`src/rtl/alu_pkg.sv`:
```
// alu_pkg: op codes, ALU select codes and FSM states shared by the multi-byte sequencer
package alu_pkg;
  typedef enum logic [2:0] {
    OP_PASSA, OP_PASSB, OP_AND, OP_OR, OP_SUB, OP_ADD, OP_INC, OP_RSVD
  } op_t;
  localparam logic [4:0] SEL_PASSA  = 5'b00000;
  localparam logic [4:0] SEL_PASSB  = 5'b00001;
  localparam logic [4:0] SEL_AND    = 5'b00010;
  localparam logic [4:0] SEL_OR     = 5'b00011;
  localparam logic [4:0] SEL_SUB    = 5'b00100;
  localparam logic [4:0] SEL_ADD    = 5'b00101;
  localparam logic [4:0] SEL_INC    = 5'b00110;
  localparam logic [4:0] SEL_ADDC   = 5'b00111;
  localparam logic [4:0] SEL_SUBDEC = 5'b01000;
  localparam logic [4:0] SEL_ZERO   = 5'b11111;
  typedef enum logic [1:0] {IDLE, RUN, DONE} state_t;
  function automatic logic chains(op_t op);
    return op == OP_ADD || op == OP_SUB || op == OP_INC;
  endfunction
  function automatic logic [4:0] sel_for(op_t op, logic first, logic carry);
    return op == OP_PASSA ? SEL_PASSA :
           op == OP_PASSB ? SEL_PASSB :
           op == OP_AND   ? SEL_AND :
           op == OP_OR    ? SEL_OR :
           op == OP_ADD   ? (!first && carry ? SEL_ADDC : SEL_ADD) :
           op == OP_SUB   ? (!first && carry ? SEL_SUBDEC : SEL_SUB) :
           op == OP_INC   ? (first || carry ? SEL_INC : SEL_PASSA) : SEL_ZERO;
  endfunction
endpackage

```
`src/rtl/alu_mb_sequencer_if.sv`:
```
// alu_mb_sequencer_if: command and result handshakes of the multi-byte sequencer
interface alu_mb_sequencer_if
  import alu_pkg::*;
#(parameter int NBYTES = 2);
  logic cmd_valid;
  logic cmd_ready;
  op_t cmd_op;
  logic [8*NBYTES-1:0] cmd_a;
  logic [8*NBYTES-1:0] cmd_b;
  logic res_valid;
  logic res_ready;
  logic [8*NBYTES-1:0] res_z;
  logic res_cout;
  modport master (output cmd_valid, cmd_op, cmd_a, cmd_b, res_ready,
                  input cmd_ready, res_valid, res_z, res_cout);
  modport slave (input cmd_valid, cmd_op, cmd_a, cmd_b, res_ready,
                 output cmd_ready, res_valid, res_z, res_cout);
endinterface

```
`src/rtl/alu_mb_sequencer.sv`:
```
// alu_mb_sequencer: runs an NBYTES-wide op through an 8-bit ALU one byte per cycle, LSB first
module alu_mb_sequencer
  import alu_pkg::*;
#(parameter int NBYTES = 2)
(
  input  logic clk,
  input  logic rst,
  alu_mb_sequencer_if.slave bus,
  output logic [7:0] alu_a,
  output logic [7:0] alu_b,
  output logic [4:0] alu_sel,
  input  logic [7:0] alu_z,
  input  logic       alu_cout
);
  localparam int W = 8 * NBYTES;
  localparam int IW = $clog2(NBYTES);
  state_t state_q, state_d;
  op_t op_q;
  logic [W-1:0] a_q, b_q, z_q;
  logic [IW-1:0] idx_q;
  logic carry_q;
  logic last;
  assign last = idx_q == IW'(NBYTES - 1);
  // state register
  always_ff @(posedge clk) state_q <= rst ? IDLE : state_d;
  // next state, handshakes and the byte slice presented to the ALU
  always_comb begin
    state_d = state_q == IDLE ? (bus.cmd_valid ? RUN : IDLE) :
              state_q == RUN  ? (last ? DONE : RUN) :
              bus.res_ready   ? IDLE : DONE;
    bus.cmd_ready = state_q == IDLE && !rst;
    bus.res_valid = state_q == DONE;
    bus.res_z = z_q;
    bus.res_cout = carry_q;
    alu_a = state_q == RUN ? a_q[{idx_q, 3'b000} +: 8] : 8'd0;
    alu_b = state_q == RUN ? b_q[{idx_q, 3'b000} +: 8] : 8'd0;
    alu_sel = state_q == RUN ? sel_for(op_q, idx_q == '0, carry_q) : SEL_ZERO;
  end
  // latch the command, then collect one result byte and the chained carry per RUN cycle
  always_ff @(posedge clk) begin
    if (rst) begin
      op_q <= OP_PASSA;
      a_q <= '0;
      b_q <= '0;
      z_q <= '0;
      idx_q <= '0;
      carry_q <= 1'b0;
    end else if (state_q == IDLE && bus.cmd_valid) begin
      op_q <= bus.cmd_op;
      a_q <= bus.cmd_a;
      b_q <= bus.cmd_b;
      z_q <= '0;
      idx_q <= '0;
      carry_q <= 1'b0;
    end else if (state_q == RUN) begin
      z_q[{idx_q, 3'b000} +: 8] <= alu_z;
      carry_q <= chains(op_q) && alu_cout;
      idx_q <= idx_q + 1'b1;
    end
  end
endmodule

```
`src/flat_wrapper.sv`:
```
// flat-port wrapper written by rule: the top's interface ports become plain ports
module alu_mb_sequencer_flat import alu_pkg::*;
#(parameter int NBYTES = 2)
  (clk, rst, alu_a, alu_b, alu_sel, alu_z, alu_cout, bus_cmd_valid, bus_cmd_op, bus_cmd_a, bus_cmd_b, bus_res_ready, bus_cmd_ready, bus_res_valid, bus_res_z, bus_res_cout);
  alu_mb_sequencer_if #(.NBYTES(NBYTES)) bus_i ();
  input  logic clk;
  input  logic rst;
  output logic [7:0] alu_a;
  output logic [7:0] alu_b;
  output logic [4:0] alu_sel;
  input  logic [7:0] alu_z;
  input  logic alu_cout;
  input wire logic [$bits(bus_i.cmd_valid)-1:0] bus_cmd_valid;
  input wire logic [$bits(bus_i.cmd_op)-1:0] bus_cmd_op;
  input wire logic [$bits(bus_i.cmd_a)-1:0] bus_cmd_a;
  input wire logic [$bits(bus_i.cmd_b)-1:0] bus_cmd_b;
  input wire logic [$bits(bus_i.res_ready)-1:0] bus_res_ready;
  output wire logic [$bits(bus_i.cmd_ready)-1:0] bus_cmd_ready;
  output wire logic [$bits(bus_i.res_valid)-1:0] bus_res_valid;
  output wire logic [$bits(bus_i.res_z)-1:0] bus_res_z;
  output wire logic [$bits(bus_i.res_cout)-1:0] bus_res_cout;
  assign bus_i.cmd_valid = bus_cmd_valid;
  assign bus_i.cmd_op = bus_cmd_op;
  assign bus_i.cmd_a = bus_cmd_a;
  assign bus_i.cmd_b = bus_cmd_b;
  assign bus_i.res_ready = bus_res_ready;
  assign bus_cmd_ready = bus_i.cmd_ready;
  assign bus_res_valid = bus_i.res_valid;
  assign bus_res_z = bus_i.res_z;
  assign bus_res_cout = bus_i.res_cout;
  alu_mb_sequencer #(.NBYTES(NBYTES)) u_core (.clk(clk), .rst(rst), .bus(bus_i), .alu_a(alu_a), .alu_b(alu_b), .alu_sel(alu_sel), .alu_z(alu_z), .alu_cout(alu_cout));
endmodule
```
`config.mk`:
```
export PLATFORM = sky130hd
export DESIGN_NAME = alu_mb_sequencer_flat
export DESIGN_NICKNAME = d
export VERILOG_FILES = /design/src/rtl/alu_pkg.sv /design/src/rtl/alu_mb_sequencer_if.sv /design/src/rtl/alu_mb_sequencer.sv /design/src/flat_wrapper.sv
export SDC_FILE = /design/constraint.sdc
export NUM_CORES = 1
export LEC_CHECK = 0
export ABC_AREA = 1
export CORE_MARGIN = 10
export CORE_UTILIZATION = 30
export DETAILED_ROUTE_END_ITERATION = 16
export PLACE_DENSITY = 0.57
export SETUP_SLACK_MARGIN = 0.15
export SYNTH_ARGS = -nofsm -noshare
export SYNTH_HDL_FRONTEND = slang
export SYNTH_SLANG_ARGS = --single-unit
```
`constraint.sdc`:
```
create_clock -name clk -period 3.22 [get_ports clk]
set_clock_uncertainty 0.2 [all_clocks]
set_input_delay 0.966 -clock clk [delete_from_list [all_inputs] [get_ports clk]]
set_output_delay 0.966 -clock clk [all_outputs]
set_load 0.005 [all_outputs]
```
# ---- Word level (Yosys, flattened, before mapping)
# Index checks and enable logic that the tools add are counted.
dict set report op_classes {
  n_reduce_logical 11
  eq_ne 8
  n_bitwise 1
  mux 19
  addsub 2
  shift 4
}
# cell n
set ops {}
lappend ops {{2-to-1 mux 5 bit} 8}
lappend ops {{indexed part select 16 x 5 -> 8 bit} 2}
lappend ops {{bitwise mux 16 bit} 1}
lappend ops {{2-to-1 mux 8 bit} 2}
lappend ops {{variable shift 8 x 6 -> 16 bit (first input constant)} 1}
lappend ops {{indexed part select 8 x 6 -> 16 bit} 1}
lappend ops {{2-to-1 mux 2 bit} 5}
lappend ops {{equality test 3 bit (second input constant)} 3}
lappend ops {{equality test 3 x 2 -> 1 bit (second input constant)} 2}
lappend ops {{negator 4 -> 6 bit} 1}
lappend ops {{logical AND 1 bit} 4}
lappend ops {{2-to-1 mux 4 bit} 1}
lappend ops {{equality test 3 x 1 -> 1 bit (second input constant)} 1}
lappend ops {{zero test 3 bit} 1}
lappend ops {{logical OR 1 bit} 3}
lappend ops {{2-to-1 mux 3 bit} 1}
lappend ops {{equality test 2 x 1 -> 1 bit (second input constant)} 1}
lappend ops {{equality test 2 bit (second input constant)} 1}
lappend ops {{zero test 2 bit} 1}
lappend ops {{OR reduction 2 bit} 1}
lappend ops {{adder 1 bit (second input constant)} 1}
lappend ops {{zero test 1 bit} 1}
lappend ops {{2-to-1 mux 1 bit} 1}
lappend ops {{NOT 1 bit} 1}
dict set report word_totals {
  elab_cells 52
  inputBits 48
  register_bits 55
}

# ---- Depth between registers and ports, before layout
dict set report logic_depth {
  ltp_word 11
  depth_mapped 7
}

# ---- Worst setup path before layout
# No wires, ideal clock.
dict set report synth_path {
  path_kind {input to output}
  start {in rst}
  end {out bus_cmd_ready}
  required_time_ns 2.054
  t_arrival_ns 1.072
  setup_slack_ns 0.982
  cell_stages 1
  path_buffers 0
  path_cell_list {nor2_1}
}
dict set report synth_via {
  elab_chain_len 2
}
# element line
set synth_rtl {}
lappend synth_rtl {{start, declared} flat_wrapper.sv:7} ;# input logic rst;
lappend synth_rtl {{zero test 1 bit} alu_mb_sequencer.sv:31} ;# bus.cmd_ready = state_q == IDLE && !rst;
lappend synth_rtl {{logical AND 1 bit} alu_mb_sequencer.sv:31}
lappend synth_rtl {{end, declared} flat_wrapper.sv:18} ;# output wire logic [$bits(bus_i.cmd_ready)-1:0] bus_cmd_ready;
# Every way passes these cells.

# ---- Final worst setup path
dict set report layout_path {
  start {reg u_core.idx_q}
  end {out alu_a[7]}
}
dict set report layout_via {
  elab_chain_len 2
}
# element line
set layout_rtl {}
lappend layout_rtl {{start, declared} alu_mb_sequencer.sv:20} ;# logic [IW-1:0] idx_q;
lappend layout_rtl {{start signal, assigned} alu_mb_sequencer.sv:58} ;# idx_q <= idx_q + 1'b1;
lappend layout_rtl {{indexed part select 16 x 5 -> 8 bit} alu_mb_sequencer.sv:35} ;# alu_a = state_q == RUN ? a_q[{idx_q, 3'b000} +: 8] : 8'd0;
lappend layout_rtl {{2-to-1 mux 8 bit} alu_mb_sequencer.sv:35}
lappend layout_rtl {{end, declared} flat_wrapper.sv:8} ;# output logic [7:0] alu_a;
# Every way passes these cells.

==> impl_metrics.py <==
metrics = {
    "status": {
        "status": "complete, no violations",
    },
    "min_path": {
        "hold_start": "u_core.bus.res_z[2]",
        "hp-class": "reg -> reg",
        "hold_depth": 2,
    },
    "power_and_ir_drop": {
        "p_comb_share_pct": 20.2,
        "power_per_cell_area_mw_per_mm2": 434,
        "ir_drop_v": 0.000163,
        "clkPwrFrac_pct": 27.3,
        "switching_share_pct": 27.2,
        "p_int_mw": 1.05,
        "p_leak_nw": 1.21,
        "switching_power_mw": 0.391,
        "seqPwrFrac_pct": 52.5,
    },
    "setup_path": {
        "critPathLaunchType": "flip-flop",
        "r2r_cells": 6,
        "r2r_end": "u_core.a_q[6]",
        "endpoint_kind": "output pin",
        "r2r-start": "u_core.state_q[1]",
        "crit_fanout": 12,
        "critPathArrivalTime_ns": 1.77,
        "crit_end": "alu_a[7]",
        "startpoint": "u_core.idx_q",
        "crit_required_ns": 2.05,
        "rrSetupSlack_ns": 1.60,
        "critPathKind": "reg -> out",
    },
    "drt": {
        "drt_iter0_drc": 79,
        "vias": 2303,
        "ant_nets": 0,
        "post_drt_wl_per_cell_um": 13.9,
        "viasPerCell": 4.62,
        "dr.pass1.iters": 5,
        "drc": 0,
        "routed_wl_um": 6930,
    },
    "global_routing": {
        "use_met3_pct": 5.27,
        "overflow": 0,
        "grt_max_degree": 39,
        "first_global_vias": 2279,
        "use_met1_pct": 14.9,
        "grt.busiest_layer": "met2",
        "grt_usage_pct": 11.9,
        "grt_pass1_wl_um": 11300,
        "grt_antenna_before_repair": 0,
        "use_met2_pct": 18.2,
    },
    "final_layout": {
        "syn_to_final_growth_pct": 45.5,
        "final_common_cell": "clkdlybuf4s50_1",
        "finalNonFillerCells": 499,
        "utilization_pct": 45.2,
        "final_area_mm2": 0.00332,
        "multiInputGateArea_mm2": 0.00103,
        "drive_gt1_share_pct": 6.00,
        "fillCellCount": 752,
        "num_antenna_cells": 0,
        "final_nets": 447,
        "mostFrequentLayoutCells": "clkdlybuf4s50_1 (86), nor2_1 (75), nand2_1 (59)",
        "seqCellArea_mm2": 0.00110,
    },
    "sta": {
        "relSlewSlack_pct": 62.5,
        "drv_slew": 0,
        "timing.hold.ws_ns": 0.263,
        "setup_viol": 0,
        "worst_pin_slew_ns": 0.561,
        "fmax_mhz": 340,
        "post-route-period-util_pct": 91.3,
        "tns_ns": 0,
        "hold_viol": 0,
        "rsz0062_at_grt": "no",
        "fin_crit_ns": 2.94,
    },
    "clock_network": {
        "insertion_delay_ns": 0.30,
        "cts_tree": "done",
        "cts-htree-levels": 2,
        "cts.sinks": 55,
        "post-cts-setup-buffers": 0,
        "cts_root_buffer": "clkbuf_8",
        "max-clock-path-buffers": 2,
        "cts_buffers": 5,
        "clk_pin_slew_worst_paths_ns": 0.10,
    },
    "placement": {
        "io_buffers": 87,
        "dp_cells": 490,
        "hpwlAfterDp_um": 4910,
        "place_area_mm2": 0.00320,
        "place_congestion": 0.721,
    },
    "logic_synthesis": {
        "syn_area_per_cell_um2": 7.16,
        "synth_edf_count": 0,
        "ys_seq_area_share_pct": 48.3,
        "ys.flop_type": "dfxtp_1",
        "synth_seq_cells": 55,
        "ys_async_sr_fraction_pct": 0,
        "syn-instance-count": 318,
        "syn_area_mm2": 0.00228,
        "yosys_warnings": 0,
        "synth_nets": 366,
        "synth_cell_types": 21,
    },
    "floorplan": {
        "fp.dieW_um": 107,
        "core-area_mm2": 0.00733,
        "die_h_um": 107,
        "placementRows": 31,
        "die_area_mm2": 0.0115,
        "start_util_pct": 31.1,
        "pin_count": 88,
    },
    "flow_run": {
        "maxCapViolCount": 0,
    },
}
sequential cells by signal, indices dropped and copies added, names as in the netlist:
| register | flops |
|---|---|
| u_core.a_q | 16 |
| u_core.b_q | 16 |
| u_core.bus.res_z | 16 |
| u_core.op_q | 3 |
| u_core.state_q | 2 |
| u_core.bus.res_cout | 1 |
| u_core.idx_q | 1 |
area by class of cell:
class | instances | area share, %
Clock buffer | 7 | 2.60
Clock inverter | 1 | 0.264
Inverter | 9 | 1.32
Multi-Input combinational cell | 234 | 31.0
Sequential cell | 55 | 33.2
Tap cell | 99 | 3.74
Timing Repair Buffer | 94 | 27.8
cells in the mapped netlist (3+ instances only):
cell type / instances / share of area (%)
buf_6: 4 / 2.0
o21ai_0: 15 / 3.3
nand3_1: 19 / 4.2
nand2_1: 59 / 9.7
inv_1: 5 / 0.82
nor2_1: 75 / 12
a21oi_1: 37 / 8.1
buf_2: 9 / 2.0
inv_2: 3 / 0.49
o21ai_1: 22 / 4.8
clkbuf_1: 6 / 0.99
dfxtp_1: 55 / 48
through the flow:
step | power (mW) | setup slack (ns)
floorplan | 0.923 | 0.982
global placement | 1.06 | 0.0581
detailed placement | 1.06 | 0.0217
CTS | 1.46 | 0.214
global route | 1.53 | 0.168
finish | 1.44 | 0.282
worst min-delay path by stage:
stage / slack (ns) / end
floorplan: 0.25 / u_core.a_q[15]
global placement: 0.25 / u_core.bus.res_z[10]
detailed placement: 0.25 / u_core.bus.res_z[2]
CTS: 0.27 / u_core.bus.res_z[2]
global route: 0.28 / u_core.bus.res_z[9]
finish: 0.26 / u_core.bus.res_z[2]
worst max-delay path: stages (launching register included):
cell	delay (ns)
dfxtp_2	0.44
buf_4	0.23
nand2_1	0.09
a21oi_2	0.17
clkdlybuf4s50_1	0.54
kinds of logic (layout without fill, tap and decap cells):
family          after synthesis  count (layout)  share of synthesized area, %
simple gates                159             159                          28.1
buf+inv                      29             111                          6.97
compound gates               75              75                          16.6
flops                        55              55                          48.3
layer usage:
metal | share of wire, % | vias up | routed length (um)
li1 | - | 1192 | -
met1 | 47 | 1032 | 3250
met2 | 43 | 71 | 2980
met3 | 9.0 | 8 | 621
met4 | 1.2 | 0 | 80
met5 | 0 | - | 0
power groups by stage:
stage / clock, mW / sequential [mW] / combinational [mW]
final: 0.393 / 0.755 / 0.291
after global routing: 0.438 / 0.762 / 0.331
after CTS: 0.409 / 0.755 / 0.291
after detailed placement: 0 / 0.771 / 0.290
after global placement: 0 / 0.769 / 0.289
after floorplan: 0 / 0.763 / 0.160
repair_timing:
action,in CTS,in global routing
endpoints found under the setup margin,4,7
cloned,0,1
hold buffers,0,0
endpoints found under the hold margin,0,0
pin swaps,0,0
resized for setup,2,7
No activity file was read; power rests on OpenSTA's default activity.
